--- config.mk ---
export PLATFORM = sky130hd
export DESIGN_NAME = alu_issue_stage
export DESIGN_NICKNAME = d
export VERILOG_FILES = /design/src/rtl/alu_issue_pkg.sv /design/src/rtl/alu_issue_decode.sv /design/src/rtl/alu_issue_stage.sv
export VERILOG_INCLUDE_DIRS = /design/src /design/src/rtl
export SDC_FILE = /design/constraint.sdc
export NUM_CORES = 1
export LEC_CHECK = 0
export ABC_AREA = 1
export CAP_MARGIN = 30
export CELL_PAD_IN_SITES_DETAIL_PLACEMENT = 1
export CELL_PAD_IN_SITES_GLOBAL_PLACEMENT = 2
export CORE_UTILIZATION = 29
export DETAILED_ROUTE_END_ITERATION = 8
export PLACE_DENSITY = 0.95
export SLEW_MARGIN = 0
export SYNTH_ARGS = -nofsm -noshare
export SYNTH_HDL_FRONTEND = slang
export SYNTH_HIERARCHICAL = 1
export SYNTH_SLANG_ARGS = --single-unit
export TNS_END_PERCENT = 1
--- constraint.sdc ---
create_clock -name clk_i -period 3.2 [get_ports clk_i]
set_clock_uncertainty 0.05 [all_clocks]
set_input_delay 0.32 -clock clk_i [delete_from_list [all_inputs] [get_ports clk_i]]
set_output_delay 0.32 -clock clk_i [all_outputs]
set_load 0.02 [all_outputs]
--- src/rtl/defines_header.svh ---
// Shared ALU control encodings used by the issue stage and the ALU.
`ifndef DEFINES_HEADER_SVH
`define DEFINES_HEADER_SVH
`define ALU_CONTROL_SIZE 4
`define ALU_ADD   4'd0
`define ALU_SUB   4'd1
`define ALU_SLL   4'd2
`define ALU_SLT   4'd3
`define ALU_SLTU  4'd4
`define ALU_XOR   4'd5
`define ALU_SRL   4'd6
`define ALU_SRA   4'd7
`define ALU_OR    4'd8
`define ALU_AND   4'd9
`define ALU_LUI   4'd10
`define ALU_AUIPC 4'd11
`endif

--- src/rtl/alu_issue_pkg.sv ---
// Opcode/funct7 constants, the issue packet layout and slot occupancy states.
`include "defines_header.svh"

package alu_issue_pkg;

   localparam int unsigned ALU_CTRL_W = `ALU_CONTROL_SIZE;

   localparam logic [6:0] OPC_OP     = 7'b0110011;
   localparam logic [6:0] OPC_OP_IMM = 7'b0010011;
   localparam logic [6:0] OPC_LUI    = 7'b0110111;
   localparam logic [6:0] OPC_AUIPC  = 7'b0010111;

   localparam logic [6:0] F7_BASE = 7'b0000000;
   localparam logic [6:0] F7_ALT  = 7'b0100000;

   typedef struct packed {
      logic [ALU_CTRL_W-1:0] alu_control;
      logic [31:0]           src_a;
      logic [31:0]           src_b;
      logic [4:0]            rd;
      logic                  reg_write;
      logic                  illegal;
   } issue_pkt_t;

   typedef enum logic [1:0] {
      SLOT_EMPTY,
      SLOT_MAIN,
      SLOT_BOTH
   } slot_state_t;

   // funct3 -> operation for the funct7=0000000 / OP-IMM row of the map
   function automatic logic [ALU_CTRL_W-1:0] base_alu_op(input logic [2:0] funct3);
      case (funct3)
         3'b000:  return `ALU_ADD;
         3'b001:  return `ALU_SLL;
         3'b010:  return `ALU_SLT;
         3'b011:  return `ALU_SLTU;
         3'b100:  return `ALU_XOR;
         3'b101:  return `ALU_SRL;
         3'b110:  return `ALU_OR;
         default: return `ALU_AND;
      endcase
   endfunction

endpackage

--- src/rtl/alu_issue_decode.sv ---
// Combinational RV32I ALU-instruction decode and operand selection.
module alu_issue_decode
   import alu_issue_pkg::*;
(
   input  logic [31:0] instr_i,
   input  logic [31:0] pc_i,
   input  logic [31:0] rs1_data_i,
   input  logic [31:0] rs2_data_i,
   output issue_pkt_t  pkt_o
);

   logic [6:0]            opcode;
   logic [6:0]            funct7;
   logic [2:0]            funct3;
   logic [4:0]            rd;
   logic [31:0]           imm_i;
   logic [31:0]           imm_u;
   logic [ALU_CTRL_W-1:0] op;
   logic [31:0]           opnd_a;
   logic [31:0]           opnd_b;
   logic                  legal;
   logic                  unused_rs1_idx;

   assign opcode         = instr_i[6:0];
   assign rd             = instr_i[11:7];
   assign funct3         = instr_i[14:12];
   assign funct7         = instr_i[31:25];
   assign imm_i          = {{20{instr_i[31]}}, instr_i[31:20]};
   assign imm_u          = {instr_i[31:12], 12'b0};
   assign unused_rs1_idx = ^instr_i[19:15];

   always_comb begin
      op     = base_alu_op(funct3);
      opnd_a = '0;
      opnd_b = '0;
      legal  = 1'b0;
      case (opcode)
         OPC_OP: begin
            opnd_a = rs1_data_i;
            opnd_b = rs2_data_i;
            if (funct7 == F7_BASE) begin
               legal = 1'b1;
            end else if (funct7 == F7_ALT && funct3 == 3'b000) begin
               legal = 1'b1;
               op    = `ALU_SUB;
            end else if (funct7 == F7_ALT && funct3 == 3'b101) begin
               legal = 1'b1;
               op    = `ALU_SRA;
            end
         end
         OPC_OP_IMM: begin
            opnd_a = rs1_data_i;
            opnd_b = imm_i;
            case (funct3)
               3'b001:  legal = (funct7 == F7_BASE);
               3'b101: begin
                  legal = (funct7 == F7_BASE) || (funct7 == F7_ALT);
                  if (funct7 == F7_ALT) op = `ALU_SRA;
               end
               default: legal = 1'b1;
            endcase
         end
         OPC_LUI: begin
            legal  = 1'b1;
            op     = `ALU_LUI;
            opnd_b = imm_u;
         end
         OPC_AUIPC: begin
            legal  = 1'b1;
            op     = `ALU_AUIPC;
            opnd_a = pc_i;
            opnd_b = imm_u;
         end
         default: ;
      endcase

      // The ALU shifts by the whole operand, so the shift amount is trimmed here
      if (op == `ALU_SLL || op == `ALU_SRL || op == `ALU_SRA)
         opnd_b = {27'b0, opnd_b[4:0]};

      if (!legal) begin
         op     = `ALU_ADD;
         opnd_a = '0;
         opnd_b = '0;
      end

      pkt_o.alu_control = op;
      pkt_o.src_a       = opnd_a;
      pkt_o.src_b       = opnd_b;
      pkt_o.rd          = rd;
      pkt_o.reg_write   = legal && (rd != 5'd0);
      pkt_o.illegal     = !legal;
   end

endmodule

--- src/rtl/alu_issue_stage.sv ---
// ID/EX issue slot: decode plus a 2-entry skid buffer with valid/ready and flush.
module alu_issue_stage
   import alu_issue_pkg::*;
#(
   parameter int unsigned XLEN    = 32,
   parameter bit          SKID_EN = 1'b1
) (
   input  logic                  clk_i,
   input  logic                  rst_ni,
   input  logic                  in_valid_i,
   output logic                  in_ready_o,
   input  logic [31:0]           instr_i,
   input  logic [31:0]           pc_i,
   input  logic [XLEN-1:0]       rs1_data_i,
   input  logic [XLEN-1:0]       rs2_data_i,
   input  logic                  flush_i,
   output logic                  out_valid_o,
   input  logic                  out_ready_i,
   output logic [ALU_CTRL_W-1:0] alu_control_o,
   output logic [XLEN-1:0]       src_a_o,
   output logic [XLEN-1:0]       src_b_o,
   output logic [4:0]            rd_o,
   output logic                  reg_write_o,
   output logic                  illegal_o
);

   slot_state_t state_q, state_d;
   issue_pkt_t  dec_pkt, main_q, skid_q;
   logic        accept, fire;

   alu_issue_decode u_decode (
      .instr_i   (instr_i),
      .pc_i      (pc_i),
      .rs1_data_i(rs1_data_i),
      .rs2_data_i(rs2_data_i),
      .pkt_o     (dec_pkt)
   );

   assign accept = in_valid_i && in_ready_o;
   assign fire   = out_valid_o && out_ready_i;

   always_ff @(posedge clk_i or negedge rst_ni) begin
      if (!rst_ni) state_q <= SLOT_EMPTY;
      else         state_q <= state_d;
   end

   always_comb begin
      state_d = state_q;
      if (flush_i) begin
         state_d = SLOT_EMPTY;
      end else begin
         case (state_q)
            SLOT_EMPTY: if (accept) state_d = SLOT_MAIN;
            SLOT_MAIN: begin
               if (fire && !accept)      state_d = SLOT_EMPTY;
               else if (!fire && accept) state_d = SLOT_BOTH;
            end
            SLOT_BOTH:  if (fire) state_d = SLOT_MAIN;
            default:    state_d = SLOT_EMPTY;
         endcase
      end
   end

   // Without the skid entry, ready must look through to out_ready_i
   always_comb begin
      out_valid_o = (state_q != SLOT_EMPTY);
      if (SKID_EN) in_ready_o = (state_q != SLOT_BOTH);
      else         in_ready_o = (state_q == SLOT_EMPTY) || out_ready_i;
   end

   always_ff @(posedge clk_i or negedge rst_ni) begin
      if (!rst_ni) begin
         main_q <= '0;
         skid_q <= '0;
      end else if (!flush_i) begin
         if (state_q == SLOT_BOTH && fire)
            main_q <= skid_q;
         else if (accept && (state_q == SLOT_EMPTY || fire))
            main_q <= dec_pkt;
         if (SKID_EN && accept && state_q == SLOT_MAIN && !fire)
            skid_q <= dec_pkt;
      end
   end

   assign alu_control_o = main_q.alu_control;
   assign src_a_o       = main_q.src_a;
   assign src_b_o       = main_q.src_b;
   assign rd_o          = main_q.rd;
   assign reg_write_o   = main_q.reg_write;
   assign illegal_o     = main_q.illegal;

endmodule

# == Yosys cells after proc, flatten, opt, wreduce, memory -nomap -nowiden ==
# Index checks and enable logic that the tools add are counted.
# W data, S select, Z words.
# classes
order_cmp,0
n_reduce_logical,29
n_bitwise,1
mux,26
addsub,0
div,0
eq_ne,20
shifts,0
n_mul,0
# ops
op,count
$mux W75,2
$mux W32,3
$pmux W32 S3,1
$pmux W32 S2,1
$pmux W4 S7,1
$mux W4,6
$eq A7 B6 Y1 const B,3
$pmux W4 S4,1
$eq A7 B5 Y1 const B,2
$logic_and A1 B1 Y1,11
$mux W2,5
$eq A3 B3 Y1 const B,3
$eq A4 B3 Y1 const B,2
$logic_not A7 Y1,1
$eq A3 B2 Y1 const B,2
$ne A3 B3 Y1 const B,2
$pmux W2 S3,1
$reduce_bool A5 Y1,1
$eq A4 B2 Y1 const B,1
$logic_or A1 B1 Y1,4
$ne A4 B4 Y1 const B,1
$reduce_and A2 Y1,2
$reduce_bool A2 Y1,2
$reduce_or A2 Y1,2
12 further kinds,16
# totals
latch_bits,0
wordCells,89
out_inout_bits,77
ff_bits,152
rom_bits,0
n_memories,0
ramBits,0
input_bits,133

# == Logic depth before layout (Yosys ltp) ==
# Gate-level depths: netlist (run 1).
# depth
depth_word,13
depth_mapped,15
ltp_nobuf,13

# == Cells and area by module ==
# Netlist (run 1), hierarchy kept.
# modules_own_cells
mod,area_per_inst_um2,cells_per_inst,seq_area_each_um2,instances
alu_issue_stage,6837.8,907,3803.6,1
alu_issue_decode,1721.7,345,0.0,1

# == Least setup slack after synthesis (run 1) ==
# Ideal clock, no wire load.
# synth_path
path_type,input port to flip-flop
from,in instr_i[4]
to,reg main_q (netlist bit src_b_o[11])
required_ps,3085
path_stages,13
slack_ps,1528
arrival_time_ps,1557
path_cell_list,inv_1 nor2_4 nand2_1 nor3_2 nand2_1 nand3_2 nand3_4 buf_4 a21oi_1 nand2_1 nand2_1 nand2_1 nand2_1
# synth_rtl
item,line_no,source
start: declaration,alu_issue_stage.sv:12,"input logic [31:0] instr_i,"
end signal: assignment,alu_issue_stage.sv:77,main_q <= skid_q;
end signal: assignment,alu_issue_stage.sv:79,main_q <= dec_pkt;
end: declaration,alu_issue_stage.sv:28,"issue_pkt_t dec_pkt, main_q, skid_q;"

==> results.sh, run 1 <==
export IMPL_status="completed"
export IMPL_hold_viol=0
export IMPL_holdWs_ps=423
export IMPL_syn_area_sq_um=8560
export IMPL_crit_slowest_cell="clkdlybuf4s50_1"
export IMPL_slowest_delay_ps=420
export IMPL_cts_sinks=152
export IMPL_cp_start_kind="input port"
export IMPL_cts_buffers=17
export IMPL_drt_iter0_drc=392
export IMPL_fin_setup_tns_ps=0
export IMPL_ctsHtreeMaxLevel=4
export IMPL_reg2reg_from="state_q[0]"
export IMPL_fin_nets=1558
export IMPL_reg2reg_depth=8
export IMPL_finalMaxSlewViolations=0
export IMPL_place_area_sq_um=11000
export IMPL_r2r_end="illegal_o"
export IMPL_synth_enable_flop_cells=0
export IMPL_yosysWarnings=6
export IMPL_clock_path_buffers=2
export IMPL_vias=8417
export IMPL_crit_cells=15
export IMPL_end_kind="flip-flop"
export IMPL_clock_latency_ps=430
export IMPL_fin_area_sq_um=11500
export IMPL_dieArea_sq_um=30200
export IMPL_peakVddDrop_uv=311
export IMPL_crit_top_cell="nand2_1"
export IMPL_intPower_mw=3.25
export IMPL_required_ps=3510
export IMPL_cp_max_fo=28
export IMPL_dieWidth_um=174
export IMPL_die_h_um=174
export IMPL_pwr_share_comb_pct=12.8
export IMPL_hp_class="reg -> reg"
export IMPL_path_class="in -> reg"
export IMPL_synth_compound_area_share_pct=11.5
export IMPL_avgViaCountPerCell=4.62
export IMPL_drv_cap=0
export IMPL_worst_path_buf_inv=3
export IMPL_finalWirelength_mm=28.3
export IMPL_grt_pass1_vias=8770
export IMPL_synth_cell_types=28
export IMPL_dp_cells=1789
export IMPL_place_ws_ps=471
export IMPL_power_leakage_nw=5.78
export IMPL_ys_seq_area_share_pct=44.4
export IMPL_syn_to_final_growth_pct=34.8
export IMPL_drt_pass1_iter_count=4
export IMPL_start_util_pct=29.7
export IMPL_worstPathArrival_ps=2620
export IMPL_cts_tree="yes"
export IMPL_ctsResizeCount=0
export IMPL_synth_top_family_by_area="simple AND/OR/NAND/NOR gates"
export IMPL_synth_mux_area_share_pct=0
export IMPL_synthXorXnorAreaFrac_pct=0
export IMPL_rrSetupSlack_ps=1380
export IMPL_synthCells=1252
export IMPL_antenna_cells=0
export IMPL_grt_antenna_before_repair=0
export IMPL_rows=62
export IMPL_fin_total_pwr_mw=4.58
export IMPL_dp_hpwl_mm=19.1
export IMPL_grt_pass1_wl_mm=46.7
export IMPL_yosysTopAreaCellShare_pct=44.4
export IMPL_switching_share_pct=29.0
export IMPL_avgSynthCellArea_sq_um=6.84
export IMPL_startpoint="instr_i[25]"
export IMPL_final_setup_worst_slack_ps=891
export IMPL_fin_util_pct=40.0
export IMPL_path_delay_family="simple AND/OR/NAND/NOR gates"
export IMPL_rsz0062_at_grt="false"
export IMPL_yosysTopAreaCell="dfrtp_1"
export IMPL_root_buffer="clkbuf_16"
export IMPL_synth_adder_area_share_pct=0
export IMPL_pwr_share_clk_pct=43.4
export IMPL_seqPwrFrac_pct=43.8
export IMPL_synth_flop_cell="dfrtp_1"
export IMPL_synth_common_cells="nand2_1, dfrtp_1, inv_1"
export IMPL_tightest_slew_ps=771
export IMPL_globalRoute_totalOverflow=0
export IMPL_fin_crit_ps=2310
export IMPL_setup_viol=0
export IMPL_grt_max_degree=73
export IMPL_worstPathCellList="clkdlybuf4s50_1, nor2_1, nand2_1, nor2_1, nand2_1, nand2_1, nand3_1, nand3_4, buf_4, nand2_1, inv_1, nand2_1, nand2_1, nand2_1, nand2_1"
export IMPL_power_density_nw_per_um2=397
export IMPL_period_share_pct=72.2
export IMPL_fp_coreArea_sq_um=28900
export IMPL_ioPinCount=210
export IMPL_detail_route_antenna_nets=0
export IMPL_p_sw_mw=1.33
export IMPL_drive_gt1_share_pct=5.56
export IMPL_synth_nets=1385
export IMPL_track_usage_pct=19.4
export IMPL_relSlewSlack_pct=48.6
export IMPL_fmax_ghz=0.433
export IMPL_synth_seq_cells=152
export IMPL_synthArstFlopShare_pct=100
export IMPL_io_buffers=209
export IMPL_drc=0
export IMPL_clk_pin_slew_worst_paths_ps=70
export IMPL_yosysMostFrequentCell="nand2_1"
export IMPL_crit_end="src_a_o[10]"
export IMPL_synth_simple_gate_area_share_pct=32.9
export IMPL_gp_congestion=0.808
export IMPL_fillers=3601
export IMPL_wire_per_inst_um=15.6
export IMPL_stdcell_count=1822
export IMPL_synth_area_top_cells="dfrtp_1, nand2_1, inv_1, o21ai_0, a22o_1"
-- cells in the final DEF, fill, tap and decap left out --
| cell | n |
|---|---|
| clkinv_4 | 2 |
| nor3_1 | 1 |
| o21ai_0 | 82 |
| nand4_1 | 1 |
| nand3_4 | 3 |
| nor2_2 | 4 |
| a21oi_1 | 28 |
| clkbuf_16 | 17 |
| buf_4 | 17 |
| nor3_4 | 1 |
| inv_8 | 3 |
| o31ai_1 | 1 |
| clkdlybuf4s50_1 | 208 |
| inv_6 | 7 |
| o21ai_1 | 6 |
| nand3_1 | 17 |
| nor3b_1 | 1 |
| a21o_1 | 1 |
| buf_12 | 3 |
| nand2_2 | 2 |
| clkinvlp_4 | 1 |
| o211ai_1 | 14 |
| buf_16 | 1 |
| nand4_4 | 1 |
| nand2_1 | 659 |
| nor2_1 | 16 |
| or4_1 | 1 |
| nand2_4 | 1 |
| inv_1 | 137 |
| buf_6 | 1 |
| nor2_4 | 5 |
| inv_2 | 7 |
| clkinv_2 | 2 |
| dfrtp_1 | 152 |
| a22o_1 | 32 |
| dlygate4sd3_1 | 1 |
| nand3_2 | 2 |
-- area by class of cell --
type / count / area (sq um) / area share [%]
multi-input combinational: 879 / 3840 / 33.3
sequential: 152 / 3800 / 33.0
timing repair buffer: 231 / 2320 / 20.1
inverter: 144 / 541 / 4.68
tap: 384 / 480 / 4.16
clock buffer: 17 / 425 / 3.69
clock inverter: 15 / 130 / 1.13
-- worst min path at each step --
stage	from	endpoint	slack, ps	depth (start not counted)
after floorplan	rst_ni	alu_control_o[0]	-30	0
after global placement	rst_ni	src_b_o[15]	370	1
after detailed placement	rst_ni	src_b_o[15]	380	1
after CTS	src_a_o[27]	src_a_o[27]	430	2
after global routing	src_a_o[24]	src_a_o[24]	450	2
final	src_a_o[13]	src_a_o[13]	420	2
-- repair_timing --
item | in CTS | in global routing
hold buffers | 1 | 0
setup endpoints to repair | 0 | 0
buffers inserted | 0 | 0
endpoints found under the hold margin | 70 | 0
-- power groups by stage --
stage / Clock, mW / Sequential, mW / Combinational [mW]
floorplan: 0 / 2.06 / 0.224
global placement: 0 / 2.04 / 0.583
detailed placement: 0 / 2.04 / 0.597
CTS: 2.05 / 2.00 / 0.601
global route: 2.10 / 2.01 / 0.647
finish: 1.99 / 2.00 / 0.587
-- logic make-up after synthesis --
family	count (synthesis)
flops	152
compound gates	164
simple gates	715
buf+inv	221
-- worst reg2reg max path, delay by kind of cell, from the launching register on --
family	cells	cell delay [ps]
and+or+nand+nor	6	710
buffers and inverters	2	560
DFF	1	420
-- sequential cells by signal (all words and copies together), names as in the netlist --
signal / flops
alu_control_o: 4
reg_write_o: 1
state_q: 2
skid_q: 75
src_a_o: 32
src_b_o: 32
rd_o: 5
illegal_o: 1
-- metal layers --
metal / vias to the layer above / routed length, um / track usage [%] / share of wire (%)
met2: 142 / 13800 / 33.4 / 49
li1: 4158 / - / - / -
met4: 0 / 384 / 5.59 / 1.4
met1: 4094 / 13300 / 25.4 / 47
met3: 23 / 893 / 2.54 / 3.2
met5: - / 0 / 0 / 0
No activity file was read; power rests on OpenSTA's default activity.
==> inputs of run 2 (changes only) <==
- CORE_UTILIZATION: 29 -> 27
- PLACE_DENSITY: 0.95 -> 0.91
- clock period: 3.2 -> 2.4 ns (I/O delays scaled with it)
==> run 2 against run 1 <==
Count of clock-buffer cells in the layout grew 2. Combinational power grew 39%. Non-clock buffer count grew 21. Critical path depth shrank 1. Sequential share of layout area shrank 0.96 points. Largest cell class unchanged.
==> results.sh, run 2 (synthesis gave the netlist of run 1 again) <==
export IMPL_place_area_sq_um=11300
export IMPL_worstPathCellList="clkdlybuf4s50_1, nand2_1, nor2_4, nand3_2, nor2_2, inv_1, buf_4, o21ai_1, nand2_1, a21oi_1, nand2_1, nand2_1, nand2_1, nand2_1"
export IMPL_track_usage_pct=18.5
export IMPL_peakVddDrop_uv=491
export IMPL_ctsHtreeMaxLevel=4
export IMPL_hp_class="in -> async"
export IMPL_tightest_slew_ps=410
export IMPL_drt_iter0_drc=368
export IMPL_setup_viol=0
export IMPL_slowest_delay_ps=480
export IMPL_dp_hpwl_mm=20.0
export IMPL_grt_max_degree=54
export IMPL_fin_crit_ps=2110
export IMPL_clock_latency_ps=430
export IMPL_cts_tree="yes"
export IMPL_detail_route_antenna_nets=0
export IMPL_dieArea_sq_um=32400
export IMPL_grt_antenna_before_repair=0
export IMPL_cts_sinks=152
export IMPL_final_setup_worst_slack_ps=287
export IMPL_fin_nets=1579
export IMPL_clk_pin_slew_worst_paths_ps=70
export IMPL_hold_viol=0
export IMPL_wire_per_inst_um=15.5
export IMPL_cp_max_fo=11
export IMPL_relSlewSlack_pct=72.6
export IMPL_largest_reg_flops=75
export IMPL_rsz0062_at_grt="false"
export IMPL_fmax_ghz=0.473
export IMPL_gp_congestion=0.793
export IMPL_cts_setup_buffers=0
export IMPL_crit_slowest_cell="clkdlybuf4s50_1"
export IMPL_crit_top_cell="nand2_1"
export IMPL_die_h_um=180
export IMPL_place_ws_ps=-283
export IMPL_fp_coreArea_sq_um=30900
export IMPL_antenna_cells=0
export IMPL_top_register="skid_q"
export IMPL_required_ps=2720
export IMPL_syn_to_final_growth_pct=38.9
export IMPL_period_share_pct=88.0
export IMPL_root_buffer="clkbuf_16"
export IMPL_fin_total_pwr_mw=6.23
export IMPL_globalRoute_totalOverflow=0
export IMPL_worstPathArrival_ps=2430
export IMPL_path_class="in -> reg"
export IMPL_avgViaCountPerCell=4.53
export IMPL_start_util_pct=27.7
export IMPL_power_density_nw_per_um2=524
export IMPL_ioPinCount=210
export IMPL_drt_pass1_iter_count=4
export IMPL_rows=64
export IMPL_dieWidth_um=180
export IMPL_drive_gt1_share_pct=6.85
export IMPL_finalMaxSlewViolations=0
export IMPL_io_buffers=209
export IMPL_drv_cap=0
export IMPL_status="completed"
export IMPL_grt_pass1_wl_mm=48.0
export IMPL_vias=8409
export IMPL_end_kind="flip-flop"
export IMPL_drc=0
export IMPL_mostFrequentLayoutCells="nand2_1, clkdlybuf4s50_1, dfrtp_1"
export IMPL_fin_area_sq_um=11900
export IMPL_final_common_cell="nand2_1"
export IMPL_cp_start_kind="input port"
export IMPL_cts_buffers=17
export IMPL_clock_path_buffers=2
export IMPL_grt_pass1_vias=9111
export IMPL_finalWirelength_mm=28.7
export IMPL_power_leakage_nw=5.93
## run 2: changes by cell type in the layout (fill, tap and decap cells not counted), moves of 2 or more
cell / delta
inv_8: -2
clkinv_2: -2
buf_12: +14
inv_6: -2
clkinvlp_4: +2
buf_4: +8
## run 2: through the flow
stage / hold WS [ps] / std cells / util, % / setup TNS, ps
6_report: 223 / 1855 / 38.5 / 0
2_1_floorplan: -106 / 1252 / - / 0
5_1_grt: 264 / 1855 / 38.5 / 0
3_5_place_dp: 134 / 1822 / 36.6 / -2230
4_1_cts: 231 / 1855 / 38.5 / 0
3_3_place_gp: 132 / 1822 / 36.6 / -504
## run 2: final timing paths
| kind | slack [ps] | depth (start not counted) | endpoint | startpoint |
|---|---|---|---|---|
| max in group asynchronous | 1400 | 3 | skid_q[49] | rst_ni |
| setup reg to reg | 700 | 8 | src_b_o[22] | state_q[0] |
| setup / recovery | 290 | 14 | src_b_o[6] | instr_i[0] |
| hold reg to reg | 420 | 2 | src_a_o[3] | src_a_o[3] |
| min in group clk_i | 380 | 3 | skid_q[4] | instr_i[9] |
| hold / removal | 220 | 2 | src_b_o[13] | rst_ni |
## run 2: power by group
part / internal, mW / switching [mW]
sequential: 2.63 / 0.0410
clock: 1.49 / 1.25
combinational: 0.369 / 0.447
## run 2: repair_timing
| item | CTS | global route |
|---|---|---|
| endpoints found under the setup margin | 0 | 2 |
| hold buffers | 1 | 0 |
| gates resized for setup | 0 | 1 |
| endpoints found under the hold margin | 34 | 0 |
## run 2: critical path, delay by kind of cell
family | cells | cell delay (ps)
buf+inv | 3 | 870
compound gates | 2 | 350
simple gates | 9 | 960
## run 2: area by class of cell
cell class              instances  area (sq um)
inverters                     144           541
repair buffers                252          2630
clock buffers                  19           443
multi-input cells             879          3840
fillers                      3855         19000
flip-flops and latches        152          3800
clock inverters                13           134
well taps                     396           495
## run 2: per-layer routing
metal	vias to the layer above	part of all wire (%)	GRT usage [%]
met4	0	1.5	5.13
met5	-	0	0
met3	27	3.4	2.87
met2	132	49	32.7
met1	4046	46	23.3
li1	4204	-	-
==> inputs of run 3 (changes only) <==
- CORE_UTILIZATION: 27 -> 24
- PLACE_DENSITY: 0.91 -> 0.86
- RECOVER_POWER: not set -> 100
- clock period: 2.4 -> 1.7 ns (I/O delays scaled with it)
==> run 3 against run 2 <==
First-iteration DRC count down 24%. Core utilization down 1.9 points. Flip-flop and latch count unchanged. Via count up 3.3%. Power up 40%. Wire length up 11%. Sequential power up 41%. Register-to-register slack worse by 540 ps. Non-clock buffer count up 53. Hold slack better by 79 ps. Global-route usage down 1.2 points. Count of clock-buffer cells in the layout down 1. Largest cell class unchanged.
==> results.sh, run 3 (synthesis gave the netlist of run 1 again) <==
export IMPL_vias=8687
export IMPL_dieWidth_um=191
export IMPL_cts_sinks=152
export IMPL_syn_to_final_growth_pct=48.7
export IMPL_path_delay_family="flip-flops"
export IMPL_drv_cap=0
export IMPL_avgViaCountPerCell=4.41
export IMPL_grt_max_degree=81
export IMPL_gp_congestion=0.789
export IMPL_worst_path_buf_inv=2
export IMPL_rrSetupSlack_ps=160
export IMPL_grt_pass1_vias=9081
export IMPL_top_register="skid_q"
export IMPL_drc=0
export IMPL_place_area_sq_um=11700
export IMPL_required_ps=1480
export IMPL_period_share_pct=98.6
export IMPL_detail_route_antenna_nets=0
export IMPL_crit_end="out_valid_o"
export IMPL_drt_pass1_iter_count=4
export IMPL_hold_viol=0
export IMPL_grt_antenna_before_repair=1
export IMPL_path_class="reg -> out"
export IMPL_ioPinCount=210
export IMPL_fin_nets=1632
export IMPL_drt_iter0_drc=280
export IMPL_finalWirelength_mm=31.9
export IMPL_power_leakage_nw=6.57
export IMPL_fmax_ghz=0.596
export IMPL_track_usage_pct=17.3
export IMPL_status="completed"
export IMPL_peakVddDrop_uv=669
export IMPL_r2r_end="src_b_o[25]"
export IMPL_finalMaxSlewViolations=0
export IMPL_power_density_nw_per_um2=684
export IMPL_largest_reg_flops=75
export IMPL_start_util_pct=24.6
export IMPL_rsz0062_at_grt="true"
export IMPL_worstPathCellList="nor2_2, inv_1, dlygate4sd2_1"
export IMPL_clock_path_buffers=2
export IMPL_drive_gt1_share_pct=13.0
export IMPL_fin_area_sq_um=12700
export IMPL_fin_util_pct=36.6
export IMPL_fillers=4240
export IMPL_fin_setup_tns_ps=0
export IMPL_crit_slowest_cell="dfrtp_1"
export IMPL_dp_hpwl_mm=21.8
export IMPL_slowest_delay_ps=440
export IMPL_cts_tree="yes"
export IMPL_cp_max_fo=5
export IMPL_met2_usage_pct=29.3
export IMPL_fp_coreArea_sq_um=34800
export IMPL_mostFrequentLayoutCells="nand2_1, clkdlybuf4s50_1, dfrtp_1"
export IMPL_reg2reg_depth=8
export IMPL_clk_pin_slew_worst_paths_ps=70
export IMPL_ctsHtreeMaxLevel=4
export IMPL_wire_per_inst_um=16.2
export IMPL_hp_class="in -> reg"
export IMPL_setup_viol=0
export IMPL_final_common_cell="nand2_1"
export IMPL_grt_pass1_wl_mm=49.2
export IMPL_clock_latency_ps=440
export IMPL_fin_crit_ps=1680
export IMPL_end_kind="primary output"
export IMPL_worstPathArrival_ps=1460
export IMPL_top_usage_layer="met2"
export IMPL_dieArea_sq_um=36400
export IMPL_relSlewSlack_pct=48.7
export IMPL_rows=68
export IMPL_holdWs_ps=302
export IMPL_crit_cells=3
export IMPL_die_h_um=191
export IMPL_cts_buffers=17
export IMPL_io_buffers=209
export IMPL_grt_util_met3_pct=2.82
export IMPL_tightest_slew_ps=770
export IMPL_reg2reg_from="state_q[0]"
export IMPL_grtUsageMet1_pct=22.0
export IMPL_startpoint="state_q[0]"
export IMPL_root_buffer="clkbuf_16"
export IMPL_globalRoute_totalOverflow=0
export IMPL_cp_start_kind="flip-flop"
==> run 3: cell types whose count changed in the layout (fill, tap and decap cells not counted), sizes merged <==
cell,change
diode,+1
clkinv,+1
buf,+32
clkdlybuf4s50,-38
clkinvlp,+1
clkbuf,+24
bufinv,-1
dlymetal6s2s,+24
dlygate4sd2,+10
==> run 3: layer usage <==
layer	vias to the layer above	wire, um
met3	30	1160
met4	0	589
met1	4197	14400
met2	144	15800
li1	4316	-
met5	-	0
==> run 3: area by class of cell <==
class	instances	area [sq um]	area share [%]
multi-input combinational	879	4010	31.5
sequential	152	3800	29.9
timing repair buffer	305	3250	25.6
tap	455	569	4.47
inverter	144	541	4.25
clock buffer	18	429	3.37
clock inverter	14	116	0.914
antenna	1	2.50	0.0197
==> run 3: worst reg2reg max path: cells and delay by family, from the launching register on <==
| kind | cells | cell delay [ps] |
|---|---|---|
| and+or+nand+nor | 6 | 660 |
| buffers and inverters | 2 | 330 |
| DFF | 1 | 440 |
==> run 3: worst min path at each step <==
stage	from	to	slack, ps	cells past startpoint
after floorplan	rst_ni	alu_control_o[0]	-180	0
after global placement	rst_ni	skid_q[18]	130	1
after detailed placement	rst_ni	skid_q[23]	130	1
after CTS	rst_ni	skid_q[18]	230	2
after global routing	instr_i[11]	skid_q[6]	330	3
final	instr_i[26]	skid_q[33]	300	7
==> run 3: per-stage QoR <==
stage               total power [mW]  setup WS, ps  cells
CTS                             8.83          -157   1948
finish                          8.70          23.1   1968
global route                    9.10         -36.8   1968
global placement                5.08          -793   1915
detailed placement              5.10          -829   1915
floorplan                       4.29           178   1252
==> run 3: power by group <==
part	total (mW)	internal, mW	switching (mW)
sequential	3.77	3.71	0.0575
clock	3.66	1.90	1.75
combinational	1.28	0.577	0.699
==> run 3: timing repair <==
action                                 in CTS  in global routing
setup buffers                               0                  9
pin swaps                                   0                 28
hold buffers                                1                  0
gates cloned                                0                 10
setup endpoints to repair                 150                152
resized for setup                          47                 64
endpoints found under the hold margin      36                  0
